**config.mk**
```make
export PLATFORM = sky130hd
export DESIGN_NAME = mmio_stream_bridge
export DESIGN_NICKNAME = d
export VERILOG_FILES = /design/src/rtl/mmio_stream_bridge.sv
export SDC_FILE = /design/constraint.sdc
export NUM_CORES = 1
export LEC_CHECK = 0
export CAP_MARGIN = 40
export CORE_UTILIZATION = 55
export DETAILED_ROUTE_END_ITERATION = 10
export PLACE_DENSITY = 0.83
export SLEW_MARGIN = 15
export SYNTH_ARGS = -nofsm -noshare
export SYNTH_HDL_FRONTEND = slang
export SYNTH_SLANG_ARGS = --single-unit
```
**constraint.sdc**
```tcl
create_clock -name clk_i -period 7.5 [get_ports clk_i]
set_clock_uncertainty 0.1 [all_clocks]
set_input_delay 1.875 -clock clk_i [delete_from_list [all_inputs] [get_ports clk_i]]
set_output_delay 1.875 -clock clk_i [all_outputs]
set_load 0.01 [all_outputs]
```
**src/rtl/mmio_stream_bridge.sv**
```systemverilog
// mmio_stream_bridge: MMIO slave bridging register accesses to a pair of
// valid/ready streams through a TX FIFO (register writes -> m_* stream) and an
// RX FIFO (s_* stream -> register reads).
//
// Ports:
//   clk_i, rst_i                      clock, synchronous active-high reset
//   wr_en_i/wr_addr_i/wr_data_i/      register write port (addr[3:2] decoded)
//   wr_byteen_i
//   rd_en_i/rd_addr_i/rd_data_o       register read port, 1-cycle latency
//   m_data_o/m_valid_o/m_ready_i      outbound stream (TX FIFO head)
//   s_data_i/s_valid_i/s_ready_o      inbound stream (into RX FIFO)
//   irq_o                             RX data-available interrupt
//
// Register map (word index): 0 TXDATA (WO), 1 RXDATA (RO, pops),
// 2 STATUS (RO), 3 CTRL (flush/clr_err pulses, rx_irq_en).
module mmio_stream_bridge #(
    parameter int unsigned A_WIDTH = 32,
    parameter int unsigned D_WIDTH = 32,
    parameter int unsigned DEPTH   = 16
) (
    input  logic                 clk_i,
    input  logic                 rst_i,
    input  logic                 wr_en_i,
    input  logic [A_WIDTH-1:0]   wr_addr_i,
    input  logic [D_WIDTH-1:0]   wr_data_i,
    input  logic [D_WIDTH/8-1:0] wr_byteen_i,
    input  logic                 rd_en_i,
    input  logic [A_WIDTH-1:0]   rd_addr_i,
    output logic [D_WIDTH-1:0]   rd_data_o,
    output logic [D_WIDTH-1:0]   m_data_o,
    output logic                 m_valid_o,
    input  logic                 m_ready_i,
    input  logic [D_WIDTH-1:0]   s_data_i,
    input  logic                 s_valid_i,
    output logic                 s_ready_o,
    output logic                 irq_o
);

    localparam int unsigned PW = $clog2(DEPTH) + 1;
    localparam int unsigned AW = PW - 1;
    localparam int unsigned BW = D_WIDTH / 8;

    logic [D_WIDTH-1:0] tx_mem [DEPTH];
    logic [D_WIDTH-1:0] rx_mem [DEPTH];

    logic [PW-1:0] tx_wp, tx_rp, rx_wp, rx_rp;
    logic [PW-1:0] tx_wp_n, tx_rp_n, rx_wp_n, rx_rp_n;
    logic [PW-1:0] tx_count, rx_count;
    logic          tx_empty, tx_full, rx_empty, rx_full;
    logic          tx_ovf, rx_udf, rx_irq_en;
    logic          tx_ovf_n, rx_udf_n, rx_irq_en_n;

    logic [1:0]         wr_idx, rd_idx;
    logic [D_WIDTH-1:0] wdata_masked;
    logic [D_WIDTH-1:0] status;
    logic [D_WIDTH-1:0] rd_mux;
    logic               tx_wr, tx_push, tx_pop, tx_ovf_set;
    logic               rx_rd, rx_push, rx_pop, rx_udf_set;
    logic               ctrl_wr, tx_flush, rx_flush, clr_err;

    // Address bits outside [3:2] are decoded by the upstream multiplexor.
    logic unused_ok;
    assign unused_ok = ^{wr_addr_i[A_WIDTH-1:4], wr_addr_i[1:0],
                         rd_addr_i[A_WIDTH-1:4], rd_addr_i[1:0]};

    // FIFO flags from pointer compare; the extra MSB disambiguates full/empty.
    assign tx_count = tx_wp - tx_rp;
    assign rx_count = rx_wp - rx_rp;
    assign tx_empty = (tx_wp == tx_rp);
    assign rx_empty = (rx_wp == rx_rp);
    assign tx_full  = (tx_count == PW'(DEPTH));
    assign rx_full  = (rx_count == PW'(DEPTH));

    assign m_valid_o = !tx_empty;
    assign m_data_o  = tx_mem[tx_rp[AW-1:0]];
    assign s_ready_o = !rx_full;

    assign wr_idx = wr_addr_i[3:2];
    assign rd_idx = rd_addr_i[3:2];

    // Access decode; all flag checks use pre-edge FIFO state.
    assign ctrl_wr    = wr_en_i && (wr_idx == 2'd3) && wr_byteen_i[0];
    assign tx_flush   = ctrl_wr && wr_data_i[0];
    assign rx_flush   = ctrl_wr && wr_data_i[1];
    assign clr_err    = ctrl_wr && wr_data_i[2];
    assign tx_wr      = wr_en_i && (wr_idx == 2'd0) && (|wr_byteen_i);
    assign tx_push    = tx_wr && !tx_full;
    assign tx_ovf_set = tx_wr && tx_full && !tx_flush;
    assign tx_pop     = m_valid_o && m_ready_i;
    assign rx_rd      = rd_en_i && (rd_idx == 2'd1);
    assign rx_pop     = rx_rd && !rx_empty;
    assign rx_udf_set = rx_rd && rx_empty;
    assign rx_push    = s_valid_i && s_ready_o;

    // Disabled byte lanes are stored as zero.
    always_comb begin
        wdata_masked = '0;
        for (int unsigned b = 0; b < BW; b++) begin
            if (wr_byteen_i[b]) begin
                wdata_masked[b*8 +: 8] = wr_data_i[b*8 +: 8];
            end
        end
    end

    // Next pointer/flag state; flush overrides same-edge push/pop.
    always_comb begin
        tx_wp_n = tx_wp;
        tx_rp_n = tx_rp;
        rx_wp_n = rx_wp;
        rx_rp_n = rx_rp;
        if (tx_push) tx_wp_n = tx_wp + PW'(1);
        if (tx_pop)  tx_rp_n = tx_rp + PW'(1);
        if (rx_push) rx_wp_n = rx_wp + PW'(1);
        if (rx_pop)  rx_rp_n = rx_rp + PW'(1);
        if (tx_flush) begin
            tx_wp_n = tx_wp;
            tx_rp_n = tx_wp;
        end
        if (rx_flush) begin
            rx_wp_n = rx_wp;
            rx_rp_n = rx_wp;
        end
        // A same-edge error event beats clr_err.
        tx_ovf_n    = (tx_ovf && !clr_err) || tx_ovf_set;
        rx_udf_n    = (rx_udf && !clr_err) || rx_udf_set;
        rx_irq_en_n = ctrl_wr ? wr_data_i[3] : rx_irq_en;
    end

    // STATUS word.
    always_comb begin
        status        = '0;
        status[0]     = tx_full;
        status[1]     = tx_empty;
        status[2]     = rx_full;
        status[3]     = rx_empty;
        status[4]     = tx_ovf;
        status[5]     = rx_udf;
        status[15:8]  = 8'(tx_count);
        status[23:16] = 8'(rx_count);
    end

    // Read data select; flush bits always read back 0.
    always_comb begin
        rd_mux = '0;
        case (rd_idx)
            2'd1: if (!rx_empty) rd_mux = rx_mem[rx_rp[AW-1:0]];
            2'd2: rd_mux = status;
            2'd3: rd_mux[3] = rx_irq_en;
            default: rd_mux = '0;
        endcase
    end

    // Control state registers.
    always_ff @(posedge clk_i) begin
        if (rst_i) begin
            tx_wp     <= '0;
            tx_rp     <= '0;
            rx_wp     <= '0;
            rx_rp     <= '0;
            tx_ovf    <= 1'b0;
            rx_udf    <= 1'b0;
            rx_irq_en <= 1'b0;
            rd_data_o <= '0;
            irq_o     <= 1'b0;
        end else begin
            tx_wp     <= tx_wp_n;
            tx_rp     <= tx_rp_n;
            rx_wp     <= rx_wp_n;
            rx_rp     <= rx_rp_n;
            tx_ovf    <= tx_ovf_n;
            rx_udf    <= rx_udf_n;
            rx_irq_en <= rx_irq_en_n;
            if (rd_en_i) rd_data_o <= rd_mux;
            irq_o     <= rx_irq_en_n && (rx_wp_n != rx_rp_n);
        end
    end

    // FIFO storage, not reset.
    always_ff @(posedge clk_i) begin
        if (tx_push) tx_mem[tx_wp[AW-1:0]] <= wdata_masked;
        if (rx_push) rx_mem[rx_wp[AW-1:0]] <= s_data_i;
    end

endmodule

```
==> parameters.txt <==
Parameter                              Value

Clock tree
  H-tree depth ... 3
  Clock buffer count from CTS ... 102
  Clock latency at the later pin of the worst-skew pair ... 0.68 ns
  Postcts setup bufs ... 0
  Count of hold-fix buffers inserted at cts ... 0
  Clock tree from TritonCTS ... built
  Cts repair resizes ... 0
  Clock sink count ... 1084
  Longest Clk Path Bufs ... 3
  CTS root buffer ... sky130_fd_sc_hd__clkbuf_16
  Clock edge transition at the registers on the reported setup and hold paths ... 0.07 ns

Timing
  Total negative setup slack ... 0 ns
  Post-layout minimum cycle time ... 5.55 ns
  Transition time at the pin with the least slew margin ... 0.870 ns
  Number of failing setup endpoints in the final timing report ... 0
  Final-report max-slew violation count ... 0
  Upper clock frequency limit ... 180 MHz
  Setup repair after global routing missed its margin ... false
  Part of the cycle the worst path needs ... 74.1%
  Number of hold violations in the final report ... 0
  Worst slew margin ... 41.8%

Placement
  Detailed placement HPWL ... 50800 um
  I/O Buffers ... 144
  Routability cong. ... 0.824
  Number of placed cells counting well taps ... 2975

Synthesis
  Share of synthesized cell area in full adder, half adder and majority cells ... 0.753%
  Asr flop ratio synth ... 0%
  Mapped Cells ... 1901
  Synthesis Warnings ... 0
  Post-synthesis sequential element count ... 1084
  Synthesized cell area ... 41900 sq um
  Complex-gate fraction of the synthesized area ... 1.48%
  Portion of netlist area occupied by mux cells ... 16.6%
  Xor and xnor fraction of the mapped netlist area ... 0.666%
  Number of nets in the synthesized netlist ... 2063
  Dominant combinational cell family by area after synthesis ... multiplexers
  Most common flop cell mapped by yosys ... sky130_fd_sc_hd__edfxtp_1
  Mean area per synthesized cell ... 22.0 sq um
  Count of flip-flops with a built-in enable after synthesis ... 1024
  Simple-gate portion of the synthesized area ... 2.97%
  Yosys cell types ... 59
  Proportion of synthesized chip area in sequential cells ... 76.3%

Finish
  Share of layout cells above drive strength 1 ... 25.8%
  Register area ... 32000 sq um
  Number of filler instances in the final layout ... 4616
  Top library cells by usage in the layout, fill and taps aside ... sky130_fd_sc_hd__edfxtp_1, sky130_fd_sc_hd__mux4_2, sky130_fd_sc_hd__clkdlybuf4s50_1, sky130_fd_sc_hd__clkbuf_16, sky130_fd_sc_hd__nand2_1
  Number of non-filler instances in the completed layout ... 3171
  Area Overhead vs Synth ... 15.3%
  Net count of the finished layout ... 2275
  Most common cell after layout, fill and taps aside ... sky130_fd_sc_hd__edfxtp_1
  Area used by multi-input combinational logic ... 9550 sq um

Routing
  WL per Instance ... 31.2 um
  Number of iterations in the first detailed-routing pass ... 5
  Number of routed nets with antenna violations ... 0
  Final wirelength ... 98900 um
  DRC violations left ... 0
  DRC marker count from the first detailed-route iteration ... 2347
  Vias after detailed routing ... 20800
  Vias/cell ... 6.54

Hold path
  Tightest Hold Check Type ... flop to flop

Critical path
  Cell with the biggest individual delay on the critical path ... sky130_fd_sc_hd__mux4_2
  Startpoint kind of the worst setup timing path ... flop
  Class of the most critical setup path ... flop to output port
  CP Max Fanout ... 33
  Slowest Stage Delay on Critical Path ... 0.61 ns
  Data arrival time of the critical path ... 3.58 ns
  Ordered list of cells on the worst path ... buf_16, buf_4, mux4_2, mux4_2, clkdlybuf4s50_1
  Capturing element type of the critical path ... output port
  Required arrival time at the worst endpoint ... 5.53 ns
  CP dominant cell by count ... sky130_fd_sc_hd__mux4_2

Power and ir drop
  IR drop worst, VDD ... 0.231 mV
  P_leak ... 15.1 nW
  Power density relative to cell area ... 271 nW/um^2

Die
  Die extent in y ... 278 um
  Horizontal die dimension ... 278 um
  Total Die Area ... 77300 sq um
  Starting Density ... 55.9%
  IO Pins ... 205
  Row count ... 100
  Placeable Area ... 74900 sq um

Global routing
  Number of antenna violations at the first check in global routing ... 8
  GRT Util Overall ... 25.8%
  Maximum number of pins on one net before global-route repair ... 129
  Total gr overflow ... 0
  Number of global-route vias before repair ... 21900
  Global-route wire length before repair ... 143000 um

Flow run
  Max-cap violations ... 0

Run status
  Run status ... finished, final reports clean
-- flip-flops by register name, summed over array words and instances, names as in the netlist, named ones only --
signal	cells
rx_wp	5
tx_wp	5
irq_o	1
rx_irq_en	1
rx_mem	512
rx_rp	5
tx_mem	512
rx_udf	1
rd_data_o	32
tx_ovf	1
tx_rp	5
-- layout make-up --
cell class                      count  area share [%]
Antenna cell                        4          0.0207
Sequential cell                  1084            66.2
Inverter                           19           0.148
Multi-Input combinational cell    699            19.8
Clock inverter                     48            1.12
Clock buffer                      141            5.84
Tap cell                          969            2.51
Timing Repair Buffer              207            4.35
-- where the power goes --
group,switching (mW),internal (mW),total (mW)
sequential,0.0497,6.70,6.75
combinational,0.576,0.597,1.17
clock,2.24,2.93,5.17
total,2.87,10.2,13.1
-- cell families after synthesis --
kind of cell    Yosys count
simple gates            251
compound gates           82
buf+inv                 118
mux                     311
fa+ha+maj                24
xor+xnor                 31
flops                  1084
-- Yosys cell counts (11+ instances only) --
| master | instances | share of area, % |
|---|---|---|
| sky130_fd_sc_hd__a31oi_1 | 11 | 0.16 |
| sky130_fd_sc_hd__nor2_1 | 73 | 0.65 |
| sky130_fd_sc_hd__inv_1 | 17 | 0.15 |
| sky130_fd_sc_hd__a22oi_1 | 18 | 0.32 |
| sky130_fd_sc_hd__dfxtp_1 | 60 | 2.9 |
| sky130_fd_sc_hd__xnor2_1 | 20 | 0.42 |
| sky130_fd_sc_hd__nand2_1 | 69 | 0.62 |
| sky130_fd_sc_hd__a211oi_1 | 11 | 0.20 |
| sky130_fd_sc_hd__buf_1 | 13 | 0.12 |
| sky130_fd_sc_hd__edfxtp_1 | 1024 | 73 |
| sky130_fd_sc_hd__buf_2 | 16 | 0.19 |
| sky130_fd_sc_hd__ha_1 | 22 | 0.66 |
| sky130_fd_sc_hd__and2_1 | 34 | 0.51 |
| sky130_fd_sc_hd__clkbuf_1 | 60 | 0.54 |
| sky130_fd_sc_hd__mux4_2 | 306 | 16 |
| sky130_fd_sc_hd__nand3_1 | 15 | 0.18 |
| sky130_fd_sc_hd__and3_1 | 20 | 0.30 |
-- per-stage QoR --
step	hold WS, ns	area, sq um	setup slack [ns]	util (%)	power (mW)
after CTS	0.404	48200	1.86	64.3	13.1
after detailed placement	0.397	44800	1.96	59.8	8.04
after floorplan	0.353	41900	1.29	-	7.63
final	0.416	48300	1.95	64.4	13.1
after global placement	0.374	44700	2.15	59.6	7.98
after global routing	0.431	48300	1.76	64.4	13.4
-- worst paths after layout --
kind	from	to	slack [ns]	depth (start not counted)
setup / recovery	flop	m_data_o[19]	1.95	5
hold / removal	rx_udf$_SDFF_PP0_	rx_udf$_SDFF_PP0_	0.42	2
setup reg to reg	rx_rp[0]$_SDFF_PP0_	rx_mem[11][11]$_DFFE_PP_	2.93	9
hold reg to reg	rx_udf$_SDFF_PP0_	rx_udf$_SDFF_PP0_	0.42	2
-- worst max-delay path, delay by kind of cell, from the launching register on --
kind / cells / cell delay [ns]
buffers and inverters: 3 / 1.29
muxes: 2 / 1.09
DFF: 1 / 0.50
-- per-layer routing --
| metal | vias to the layer above | share of wire [%] | routed length [um] | track usage (%) |
|---|---|---|---|---|
| li1 | 8383 | - | - | - |
| met1 | 10900 | 35 | 34400 | 31.4 |
| met2 | 1221 | 53 | 52000 | 44.9 |
| met3 | 264 | 9.0 | 8920 | 5.81 |
| met4 | 8 | 3.5 | 3440 | 10.5 |
| met5 | - | 0.054 | 53 | 0 |
(Power assumes the default switching activity.)
